$ cat config.mk
export PLATFORM = sky130hd
export DESIGN_NAME = spi_reg_bank
export DESIGN_NICKNAME = d
export VERILOG_FILES = /design/src/rtl/spi_reg_bank.sv
export SDC_FILE = /design/constraint.sdc
export NUM_CORES = 1
export LEC_CHECK = 0
export ABC_AREA = 1
export ABC_CLOCK_PERIOD_IN_PS = 2200
export CAP_MARGIN = 20
export CORE_MARGIN = 10
export CORE_UTILIZATION = 45
export DETAILED_ROUTE_END_ITERATION = 12
export PLACE_DENSITY = 0.8
export SYNTH_ARGS = -nofsm -noshare
export SYNTH_HDL_FRONTEND = slang
export SYNTH_SLANG_ARGS = --single-unit
$ cat constraint.sdc
create_clock -name clk -period 2.2 [get_ports clk]
set_clock_uncertainty 0.05 [all_clocks]
set_input_delay 0.33 -clock clk [delete_from_list [all_inputs] [get_ports clk]]
set_output_delay 0.33 -clock clk [all_outputs]
set_load 0.05 [all_outputs]
$ cat src/rtl/spi_reg_bank.sv
// SPI slave register bank: 24-bit frames (cmd[7:0] + data[15:0]) write a 32x16 register file.
// Optional readback of regs over spi_miso is enabled by defining SPI_REG_READBACK_EN.
module spi_reg_bank #(
  parameter int SYNC_STAGES = 2,
  parameter int CLK_DIV_MIN = 4
) (
  input  logic        clk,
  input  logic        rst,
  input  logic        spi_sclk,
  input  logic        spi_cs_n,
  input  logic        spi_mosi,
  output logic        spi_miso,
  output logic [15:0] regs [32],
  output logic        wr_strobe,
  output logic [4:0]  wr_addr,
  output logic        frame_err,
  output logic [1:0]  fsm_state
);

  if (SYNC_STAGES < 2 || CLK_DIV_MIN < 1) begin : g_param_check
    $error("spi_reg_bank: SYNC_STAGES must be >= 2 and CLK_DIV_MIN >= 1");
  end

  typedef enum logic [1:0] {IDLE, CMD, DATA, DONE} state_t;

  state_t state, next_state;

  logic [SYNC_STAGES-1:0] sclk_sync, cs_sync, mosi_sync;
  logic        sclk_prev, cs_prev;
  logic        sclk_s, cs_s, mosi_s;
  logic        sclk_rise, cs_fall, cs_rise;
  logic [4:0]  bit_cnt;
  logic [14:0] shift_reg;
  logic [15:0] shift_in;
  logic [7:0]  frame_cmd;

  logic shift_en, cnt_clr, abort, cmd_done, frame_done;

  assign sclk_s    = sclk_sync[SYNC_STAGES-1];
  assign cs_s      = cs_sync[SYNC_STAGES-1];
  assign mosi_s    = mosi_sync[SYNC_STAGES-1];
  assign sclk_rise = sclk_s & ~sclk_prev;
  assign cs_fall   = ~cs_s & cs_prev;
  assign cs_rise   = cs_s & ~cs_prev;
  assign shift_in  = {shift_reg, mosi_s};
  assign fsm_state = state;

  always_ff @(posedge clk) begin
    if (rst) state <= IDLE;
    else     state <= next_state;
  end

  // A chip-select fall restarts the frame from any state; an abort is flagged only mid-frame.
  always_comb begin
    next_state = state;
    shift_en   = 1'b0;
    cnt_clr    = 1'b0;
    abort      = 1'b0;
    cmd_done   = 1'b0;
    frame_done = 1'b0;
    if (cs_fall) begin
      next_state = CMD;
      cnt_clr    = 1'b1;
      abort      = (state == CMD) || (state == DATA);
    end else begin
      case (state)
        CMD, DATA: begin
          if (cs_rise) begin
            next_state = IDLE;
            abort      = 1'b1;
          end else if (sclk_rise) begin
            shift_en = 1'b1;
            if (state == CMD && bit_cnt == 5'd7) begin
              next_state = DATA;
              cmd_done   = 1'b1;
            end
            if (state == DATA && bit_cnt == 5'd23) begin
              next_state = DONE;
              frame_done = 1'b1;
            end
          end
        end
        DONE:    if (cs_rise) next_state = IDLE;
        default: ;
      endcase
    end
  end

  always_ff @(posedge clk) begin
    if (rst) begin
      sclk_sync <= '0;
      cs_sync   <= '0;
      mosi_sync <= '0;
      sclk_prev <= 1'b0;
      cs_prev   <= 1'b0;
      bit_cnt   <= '0;
      shift_reg <= '0;
      frame_cmd <= '0;
      wr_strobe <= 1'b0;
      wr_addr   <= '0;
      frame_err <= 1'b0;
      for (int i = 0; i < 32; i++) regs[i] <= '0;
    end else begin
      sclk_sync <= {sclk_sync[SYNC_STAGES-2:0], spi_sclk};
      cs_sync   <= {cs_sync[SYNC_STAGES-2:0], spi_cs_n};
      mosi_sync <= {mosi_sync[SYNC_STAGES-2:0], spi_mosi};
      sclk_prev <= sclk_s;
      cs_prev   <= cs_s;
      wr_strobe <= 1'b0;
      frame_err <= abort;
      if (cnt_clr)       bit_cnt <= '0;
      else if (shift_en) bit_cnt <= bit_cnt + 5'd1;
      if (shift_en) shift_reg <= shift_in[14:0];
      if (cmd_done) frame_cmd <= shift_in[7:0];
      // Reserved command bits reject the frame instead of writing.
      if (frame_done) begin
        if (frame_cmd[6:5] != 2'b00) begin
          frame_err <= 1'b1;
        end else if (frame_cmd[7]) begin
          regs[frame_cmd[4:0]] <= shift_in;
          wr_strobe            <= 1'b1;
          wr_addr              <= frame_cmd[4:0];
        end
      end
    end
  end

`ifdef SPI_REG_READBACK_EN
  logic        sclk_fall;
  logic [15:0] miso_sr;

  assign sclk_fall = ~sclk_s & sclk_prev;

  // The loaded MSB is held through the bit-9 rising edge, so shifting starts after it.
  always_ff @(posedge clk) begin
    if (rst || cnt_clr) begin
      miso_sr <= '0;
    end else if (cmd_done && !shift_in[7]) begin
      miso_sr <= regs[shift_in[4:0]];
    end else if (sclk_fall && state == DATA && bit_cnt >= 5'd9 && !frame_cmd[7]) begin
      miso_sr <= {miso_sr[14:0], 1'b0};
    end
  end

  assign spi_miso = ~spi_cs_n & miso_sr[15];
`else
  assign spi_miso = 1'b0;
`endif

endmodule

# Word-level counts from Yosys, hierarchy flattened
# Index checks and enable logic that the tools add are counted.
dict set report totals {
  reg_bits 557
  in_bits 5
  mem_bits_ro 0
  memories 0
  word_cells 113
  output_inout_bits 522
  ram_bits 0
  latchBits 0
}
dict set report classes {
  n_div 0
  n_bitwise 9
  n_eq_ne 11
  mux 31
  add_sub_neg 1
  order_cmp 2
  n_reduce_logical 14
  shift 0
  n_mul 0
}
# op n
set ops {}
lappend ops {{bitwise mux 512 bit} 1}
lappend ops {{demux 16 bit (select 5 bit)} 1}
lappend ops {{two-way mux 1 bit} 22}
lappend ops {{two-way mux 16 bit} 1}
lappend ops {{two-way mux 2 bit} 5}
lappend ops {{inequality test 4 bit, second input constant} 2}
lappend ops {{AND reduction 4 bit} 2}
lappend ops {{greater-or-equal comparator 6 bit, second input constant} 1}
lappend ops {{< comparator 6 x 1 -> 1 bit, second input constant} 1}
lappend ops {{inequality test 3 bit, second input constant} 2}
lappend ops {{NOT 5 -> 6 bit} 1}
lappend ops {{OR reduction 2 bit} 3}
lappend ops {{adder 5 x 1 -> 5 bit, second input constant} 1}
lappend ops {{== test 5 x 3 -> 1 bit, second input constant} 1}
lappend ops {{== test 5 bit, second input constant} 1}
lappend ops {{inequality test 5 bit, second input constant} 1}
lappend ops {{NOT 1 bit} 5}
lappend ops {{== test 2 bit, second input constant} 2}
lappend ops {{case mux 2 bit (2 select lines)} 1}
lappend ops {{nonzero test 2 bit} 2}
lappend ops {{AND 1 bit} 3}
lappend ops {{logical AND 1 bit} 3}
lappend ops {{AND reduction 3 bit} 1}
lappend ops {{nonzero test 3 bit} 1}
lappend ops {{4 further kinds} 4}

# Depth between registers and ports, before layout
# Gate-level depths: netlist (run 1).
dict set report logic_depth {
  depth_word 9
  ltp_mapped 13
  ltp_nobuf 11
}

# Worst setup path after synthesis (run 1)
# No wires, ideal clock.
dict set report synth_path {
  path_type {flip-flop to flip-flop}
  from {reg state[0], in the netlist fsm_state[0]}
  to {reg regs[101] (netlist bit)}
  required_time_ns 2.086
  path_buffers 1
  arrival_time_ns 2.405
  path_stages_with_launch 11
  slack_ns -0.319
  setup_time_ns 0.064
  period_less_slack_ns 2.519
  cell_sequence {dfxtp_1 > inv_1 > ha_1 > nor2_4 > nand3_4 > nor2_8 > nand4_4 > nor2_4 > buf_6 > nor2_1 > nor2_1}
}
dict set report synth_between {
  elab_chain_len 8
  word_cells_on_any_way 10
  cone_classes {2 x eq/ne; 5 x mux; 3 x reduce/logical}
}
# element line_no
set synth_lines {}
lappend synth_lines {{start, declared} 26} ;# state_t state, next_state;
lappend synth_lines {{start signal, assigned} 50} ;# else state <= next_state;
lappend synth_lines {{== test 2 bit} {66, 77}}
lappend synth_lines {{logical AND 1 bit} 77} ;# if (state == DATA && bit_cnt == 5'd23) begin
lappend synth_lines {{two-way mux 1 bit} 77}
lappend synth_lines {{two-way mux 1 bit} 71} ;# end else if (sclk_rise) begin
lappend synth_lines {{two-way mux 1 bit} 68} ;# if (cs_rise) begin
lappend synth_lines {{two-way mux 1 bit *} 66} ;# case (state)
lappend synth_lines {{two-way mux 1 bit *} 61} ;# if (cs_fall) begin
lappend synth_lines {{AND reduction 3 bit (no source line) *} --}
lappend synth_lines {{end signal, assigned by index} 120} ;# regs[frame_cmd[4:0]] <= shift_in;
lappend synth_lines {{end, declared} 13} ;# output logic [15:0] regs [32],
# Mark *: on every way between the ends. The rest lies on a longest branch, timed or not.
# A chain may end at the register's enable or synchronous reset.

# Worst setup path after layout (run 1)
dict set report layout_path {
  from {reg state[0], in the netlist fsm_state[0]}
  to {reg regs[61] (netlist bit)}
}
# The elaborated chain is that of the path after synthesis.

==> results of run 1 <==
## cell usage after synthesis (all sizes together)
cell type,n,area [sq um]
a211oi,8,60.1
nand2,529,1990
nand4,7,104
o21ai,29,145
inv,51,191
clkinv,7,26.3
buf,151,926
nand3,519,2620
nor3,9,45.0
nor2,1092,4380
dfxtp,557,11200
conb,1,3.75
ha,6,75.1
clkbuf,107,402
a21oi,26,130
## critical path: cells and delay by family, from the launching register on
kind                     cells  cell delay, ns
flip-flops                   1            0.35
AND/OR/NAND/NOR              8            1.00
buffers and inverters        3            0.44
adder cells (fa/ha/maj)      1            0.24
## final timing paths
path	start	to	slack, ns	cells after the start
worst max-delay path	fsm_state[0]	regs[61]	-0.007	12
worst min-delay path	spi_mosi	mosi_sync[0]	0.19	3
worst max register to register	fsm_state[0]	regs[61]	-0.007	12
worst min register to register	cs_sync[0]	cs_sync[1]	0.35	2
## logic make-up after synthesis
| family | count (synthesis) |
|---|---|
| adders and majority gates | 6 |
| buffers and inverters | 316 |
| other | 1 |
| AOI/OAI and AO/OA | 63 |
| and+or+nand+nor | 2156 |
| DFF | 557 |
## through the flow
step | worst slack, ns | cell area, sq um | setup TNS (ns)
2_1_floorplan | 0.0103 | 22300 | 0
3_3_place_gp | 0.0687 | 29000 | 0
3_5_place_dp | -0.00625 | 29000 | -0.00625
4_1_cts | 0.0000634 | 30800 | 0
5_1_grt | -0.104 | 32000 | -11.55
6_report | -0.00723 | 32000 | -0.0119
## routing by layer
metal | vias to the layer above | track usage | routed length (um)
met3 | 250 | 0.0788 | 9720
met5 | - | 0 | 0
met4 | 0 | 0.119 | 4500
li1 | 10700 | - | -
met2 | 1254 | 0.451 | 42500
met1 | 10800 | 0.331 | 33900
## power groups by stage
stage / combinational, mW / sequential, mW / clock (mW)
final: 0.767 / 10.1 / 10.3
after global routing: 0.830 / 10.1 / 10.8
after CTS: 0.741 / 10.1 / 10.4
after detailed placement: 0.738 / 10.3 / 0
after global placement: 0.732 / 10.3 / 0
after floorplan: 0.464 / 10.3 / 0
## placed cells by master, fill, tap and decap left out, types with 26 or more instances in the layout
cell and n:
dfxtp_1 555, nor2_1 1051, dlygate4sd2_1 155, o21ai_0 29, inv_1 39, nand3_1 494
buf_12 84, clkdlybuf4s50_1 259, dlymetal6s2s_1 111, nand2_1 525, nor2_4 38, a21oi_1 26
clkbuf_16 74, buf_4 49
## area by class of cell
class | instances | area (sq um) | area share
timing repair buffer | 690 | 8000 | 0.250
multi-input combinational | 2226 | 9760 | 0.305
antenna | 1 | 2.50 | 0.0000782
clock inverter | 23 | 293 | 0.00915
sequential | 557 | 11200 | 0.349
clock buffer | 82 | 1720 | 0.0539
tap | 664 | 831 | 0.0260
inverter | 58 | 225 | 0.00704
## repair_timing
action | 4_1_cts | 5_1_grt
buffers inserted | 2 | 19
setup endpoints to repair | 171 | 598
resized for setup | 156 | 161
hold buffers | 0 | 0
pin swaps | 2 | 11
cloned | 0 | 20
==> run_results.csv, run 1 <==
group,metric,value,unit
clocking,htreeDepth,2,
synth,synth_compound_area_frac,0.0151,
power_and_ir_drop,p_sw_frac,0.222,
clocking,clk_pin_slew,0.07,ns
setup_path,slowest_stage,"dfxtp_4",
placed_design,place_inst,4154,
floorplanning,dieArea,58700,sq um
synth,seq_area_frac_synth,0.501,
sta,hold_violations,0,
clocking,cts_tree,"done",
drt,drc,0,
run_status,violations,"setup timing",
drt,drtIter0Drc,2349,
sta,slew_viol_final,0,
sta,max_freq,0.453,GHz
grt,grt_pass1_vias,20500,
drt,route.vias.total,23000,
setup_path,worstPathRequired,2.65,ns
grt,grt_max_degree,90,
power_and_ir_drop,p_sw,4.70,mW
finish,final_cells,4301,
placed_design,routabilityCongestion,0.850,
finish,fillerInstances,3983,
placed_design,portBuffers,525,
synth,synthAdderAreaFrac,0.00337,
grt,antenna_found_initial,0,
synth,synthCells,3099,
finish,final_net_count,3602,
sta,fin_crit,2.21,ns
min_path,hp-class,"primary input to flip-flop",
synth,syn_area_per_cell,7.18,sq um
floorplanning,rows,81,
synth,synthSimpleGateAreaFrac,0.411,
sta,rsz0062_at_grt,"true",
finish,post-route-util,0.654,
grt,grt_overflow,0,
floorplanning,die_h,242,um
floorplanning,core_area,49000,sq um
sta,worst_pin_slew,0.671,ns
power_and_ir_drop,seqPwrFrac,0.477,
power_and_ir_drop,p_int,16.5,mW
sta,timing.hold.ws,0.191,ns
synth,muxShareOfSynthArea,0,
sta,setup_viol,2,
sta,layout_setup_ws,-0.00723,ns
flow_run,drv_cap,0,
power_and_ir_drop,p_clk_frac,0.487,
drt,ant_nets,0,
synth,synth_seq_cells,557,
clocking,cts_buffers,58,
grt,grt_pass1_wl,127,mm
floorplanning,initial_core_util,0.454,
clocking,clk_latency,0.61,ns
finish,drive_above_1_share,0.101,
synth,ys_warn_count,0,
setup_path,path_max_fanout,13,
synth,yosysUniqueCellTypes,25,
sta,slew_headroom,0.553,
drt,dr.pass1.iters,8,
floorplanning,pin_count,527,
setup_path,worstPathCellList,"inv_2 > ha_4 > nor2_4 > nand3_4 > nor2_8 > nand3_4 > nor2_4 > buf_12 > clkbuf_16 > nand3_1 > nand2_1 > nor2_1",
power_and_ir_drop,p_per_area,663,nW/um^2
drt,finalWirelength,90.6,mm
setup_path,cp-start-kind,"flip-flop",
setup_path,crit_arrival,2.65,ns
sta,layout_worst_path_cycle_share,1.00,
setup_path,cpPeakStageDelay,0.35,ns
synth,synth_top_family_by_area,"simple AND/OR/NAND/NOR gates",
drt,post_drt_via_cell_ratio,5.34,
clocking,clock-sinks,557,
power_and_ir_drop,vdd_drop_max,705,uV
run_status,status,"complete, but fails checks",
synth,synth_xor_area_frac,0,
floorplanning,die_w,242,um
setup_path,endpoint_kind,"flip-flop",
setup_path,critical_path_class,"flip-flop to flip-flop",
finish,largest_register_ffs,512,
drt,wl_per_cell,21.1,um
clocking,clk_path_buf_depth,3,
synth,syn_area,22200,sq um
grt,track_usage,0.275,
power_and_ir_drop,power,21.2,mW
finish,syn_to_final_growth,43.8,%
synth,synth_nets,3110,
power_and_ir_drop,p_comb_frac,0.036,
placed_design,dp_hpwl,56.5,mm
power_and_ir_drop,p_leak,15.0,nW
clocking,root_buffer,"clkbuf_16",
Power figures use the tool's default switching activity.
==> run 2: changes to the inputs <==
--- a/config.mk
+++ b/config.mk
@@ -10,6 +10,7 @@
 export CAP_MARGIN = 20
 export CORE_MARGIN = 10
 export CORE_UTILIZATION = 45
+export CTS_CLUSTER_DIAMETER = 50
 export DETAILED_ROUTE_END_ITERATION = 12
 export PLACE_DENSITY = 0.8
 export SYNTH_ARGS = -nofsm -noshare
==> run 2 against run 1 <==
  * The flow still finishes with violations (setup timing)
  * Utilization rose by 0.27 points
  * Flip-flop and latch count did not move
  * Non-clock buffer count rose by 7
  * Largest cell class unchanged
  * Routed wire length rose by 0.23%
==> run_results.csv, run 2 (same netlist as run 1, synthesis figures left out) <==
group,metric,value,unit
sta,hold_violations,0,
run_status,violations,"setup timing",
finish,drive_above_1_share,0.106,
drt,drc,0,
finish,final_net_count,3610,
clocking,root_buffer,"clkbuf_16",
clocking,cts_buffers,59,
power_and_ir_drop,p_leak,15.1,nW
sta,layout_setup_ws,-0.0489,ns
clocking,htreeDepth,2,
min_path,hp-class,"primary input to flip-flop",
placed_design,portBuffers,525,
finish,regArea,11200,sq um
power_and_ir_drop,seqPwrFrac,0.488,
grt,grt_overflow,0,
finish,syn_to_final_growth,44.4,%
setup_path,crit_arrival,2.69,ns
setup_path,r2r_slack,-0.05,ns
min_path,min_to,"mosi_sync[0]",
grt,antenna_found_initial,0,
floorplanning,rows,81,
sta,max_freq,0.445,GHz
setup_path,endpoint_kind,"flip-flop",
setup_path,cp-start-kind,"flip-flop",
setup_path,path_buf_inv,3,
floorplanning,die_h,242,um
finish,fillerInstances,3982,
floorplanning,initial_core_util,0.454,
grt,grt_pass1_wl,127,mm
floorplanning,die_w,242,um
finish,largest_register_ffs,512,
setup_path,critical_path.reg2reg.startpoint,"fsm_state[1]",
setup_path,worstPathRequired,2.64,ns
sta,layout_worst_path_cycle_share,1.02,
grt,grt_max_degree,90,
clocking,clk_latency,0.61,ns
setup_path,r2r_cells,12,
placed_design,routabilityCongestion,0.850,
power_and_ir_drop,power,20.7,mW
placed_design,dp_hpwl,56.5,mm
drt,ant_nets,0,
min_path,hp-start,"spi_mosi",
setup_path,cp_common_cell,"buf_12",
flow_run,drv_cap,0,
finish,antenna_cells,0,
finish,final_common_cell,"nor2_1",
clocking,clock-sinks,557,
drt,wl_per_cell,21.1,um
sta,rsz0062_at_grt,"true",
drt,route.vias.total,23100,
sta,worst_pin_slew,0.689,ns
clocking,clk_pin_slew,0.06,ns
drt,drtIter0Drc,2507,
power_and_ir_drop,vdd_drop_max,600,uV
grt,track_usage,0.274,
setup_path,worstPathCellList,"ha_4 > nor2_4 > nand3_4 > nor2_8 > nand3_4 > buf_12 > nor2_4 > buf_12 > buf_12 > nand3_1 > nand2_1 > nor2_1",
power_and_ir_drop,p_sw_frac,0.226,
setup_path,crit_family,"simple AND/OR/NAND/NOR gates",
setup_path,worst-path-stages,12,
sta,slew_headroom,0.540,
floorplanning,dieArea,58700,sq um
finish,post-route-util,0.656,
drt,finalWirelength,90.8,mm
grt,grt_pass1_vias,20500,
drt,post_drt_via_cell_ratio,5.37,
setup_path,path_max_fanout,9,
floorplanning,pin_count,527,
sta,fin_crit,2.25,ns
finish,multi_input_area,9840,sq um
clocking,cts_tree,"done",
power_and_ir_drop,p_per_area,645,nW/um^2
clocking,clk_path_buf_depth,3,
power_and_ir_drop,p_int,16.0,mW
setup_path,slowest_stage,"dfxtp_4",
drt,dr.pass1.iters,6,
power_and_ir_drop,p_clk_frac,0.474,
power_and_ir_drop,p_comb_frac,0.037,
sta,slew_viol_final,0,
clocking,ctsHoldBuffers,0,
setup_path,r2r-end,"regs[230]",
finish,final_cell_mix,"nor2_1, dfxtp_1, nand2_1",
run_status,status,"complete, but fails checks",
sta,setup_viol,33,
power_and_ir_drop,p_sw,4.69,mW
setup_path,cpPeakStageDelay,0.36,ns
floorplanning,core_area,49000,sq um
min_path,whs_path_depth,3,
setup_path,critical_path_class,"flip-flop to flip-flop",
[run 2: cell types whose count changed in the layout (fill, tap and decap cells not counted), sizes merged]
cell / delta
clkdlybuf4s50: +4
bufinv: -5
clkbuf: +9
inv: +3
diode: -1
buf: +2
clkinv: -1
dlygate4sd2: -8
dlymetal6s2s: +4
[run 2: layout make-up]
type | instances | share of cell area
inverters | 58 | 0.00701
well taps | 664 | 0.0259
clock buffers | 86 | 0.0548
flip-flops and latches | 557 | 0.347
clock inverters | 20 | 0.00487
repair buffers | 697 | 0.254
multi-input cells | 2226 | 0.306
[run 2: through the flow]
step | TNS [ns] | hold slack (ns) | cells | area [sq um] | setup WS (ns)
after floorplan | 0 | 0.338 | 3099 | 22300 | 0.0103
after global placement | 0 | 0.345 | 4154 | 29000 | 0.0687
after detailed placement | -0.00625 | 0.345 | 4154 | 29000 | -0.00625
after CTS | 0 | 0.156 | 4264 | 30800 | 0.0000608
after global routing | -19.48 | 0.190 | 4308 | 32100 | -0.147
final | -0.409 | 0.187 | 4308 | 32100 | -0.0489
[run 2: per-layer routing]
metal | vias to the layer above | global-route usage | wire, um
met1 | 10800 | 0.332 | 33600
li1 | 10700 | - | -
met3 | 283 | 0.0788 | 10300
met2 | 1321 | 0.446 | 42300
met5 | - | 0 | 0
met4 | 0 | 0.120 | 4570
[run 2: worst reg2reg max path: stages, from the launching register on]
cell	delay, ns
dfxtp_4	0.36
ha_4	0.26
nor2_4	0.12
nand3_4	0.11
nor2_8	0.14
nand3_4	0.12
buf_12	0.16
nor2_4	0.17
buf_12	0.18
buf_12	0.15
nand3_1	0.08
nand2_1	0.15
nor2_1	0.07
[run 2: power groups by stage]
| stage | sequential, mW | combinational, mW | clock, mW |
|---|---|---|---|
| final | 10.1 | 0.772 | 9.83 |
| after global routing | 10.1 | 0.836 | 10.3 |
| after CTS | 10.1 | 0.740 | 9.89 |
| after detailed placement | 10.3 | 0.738 | 0 |
| after global placement | 10.3 | 0.732 | 0 |
| after floorplan | 10.3 | 0.464 | 0 |
[run 2: timing repair]
item	4_1_cts	5_1_grt
setup buffers	4	21
cloned	0	23
gates resized for setup	148	180
endpoints found under the setup margin	165	598
pin swaps	4	33
[run 2: worst max path at each step]
stage,from,endpoint
2_1_floorplan,fsm_state[0],regs[165]
3_3_place_gp,fsm_state[0],regs[173]
3_5_place_dp,cs_prev,regs[161]
4_1_cts,regs[364],regs[364]
5_1_grt,fsm_state[0],regs[230]
6_report,fsm_state[1],regs[230]
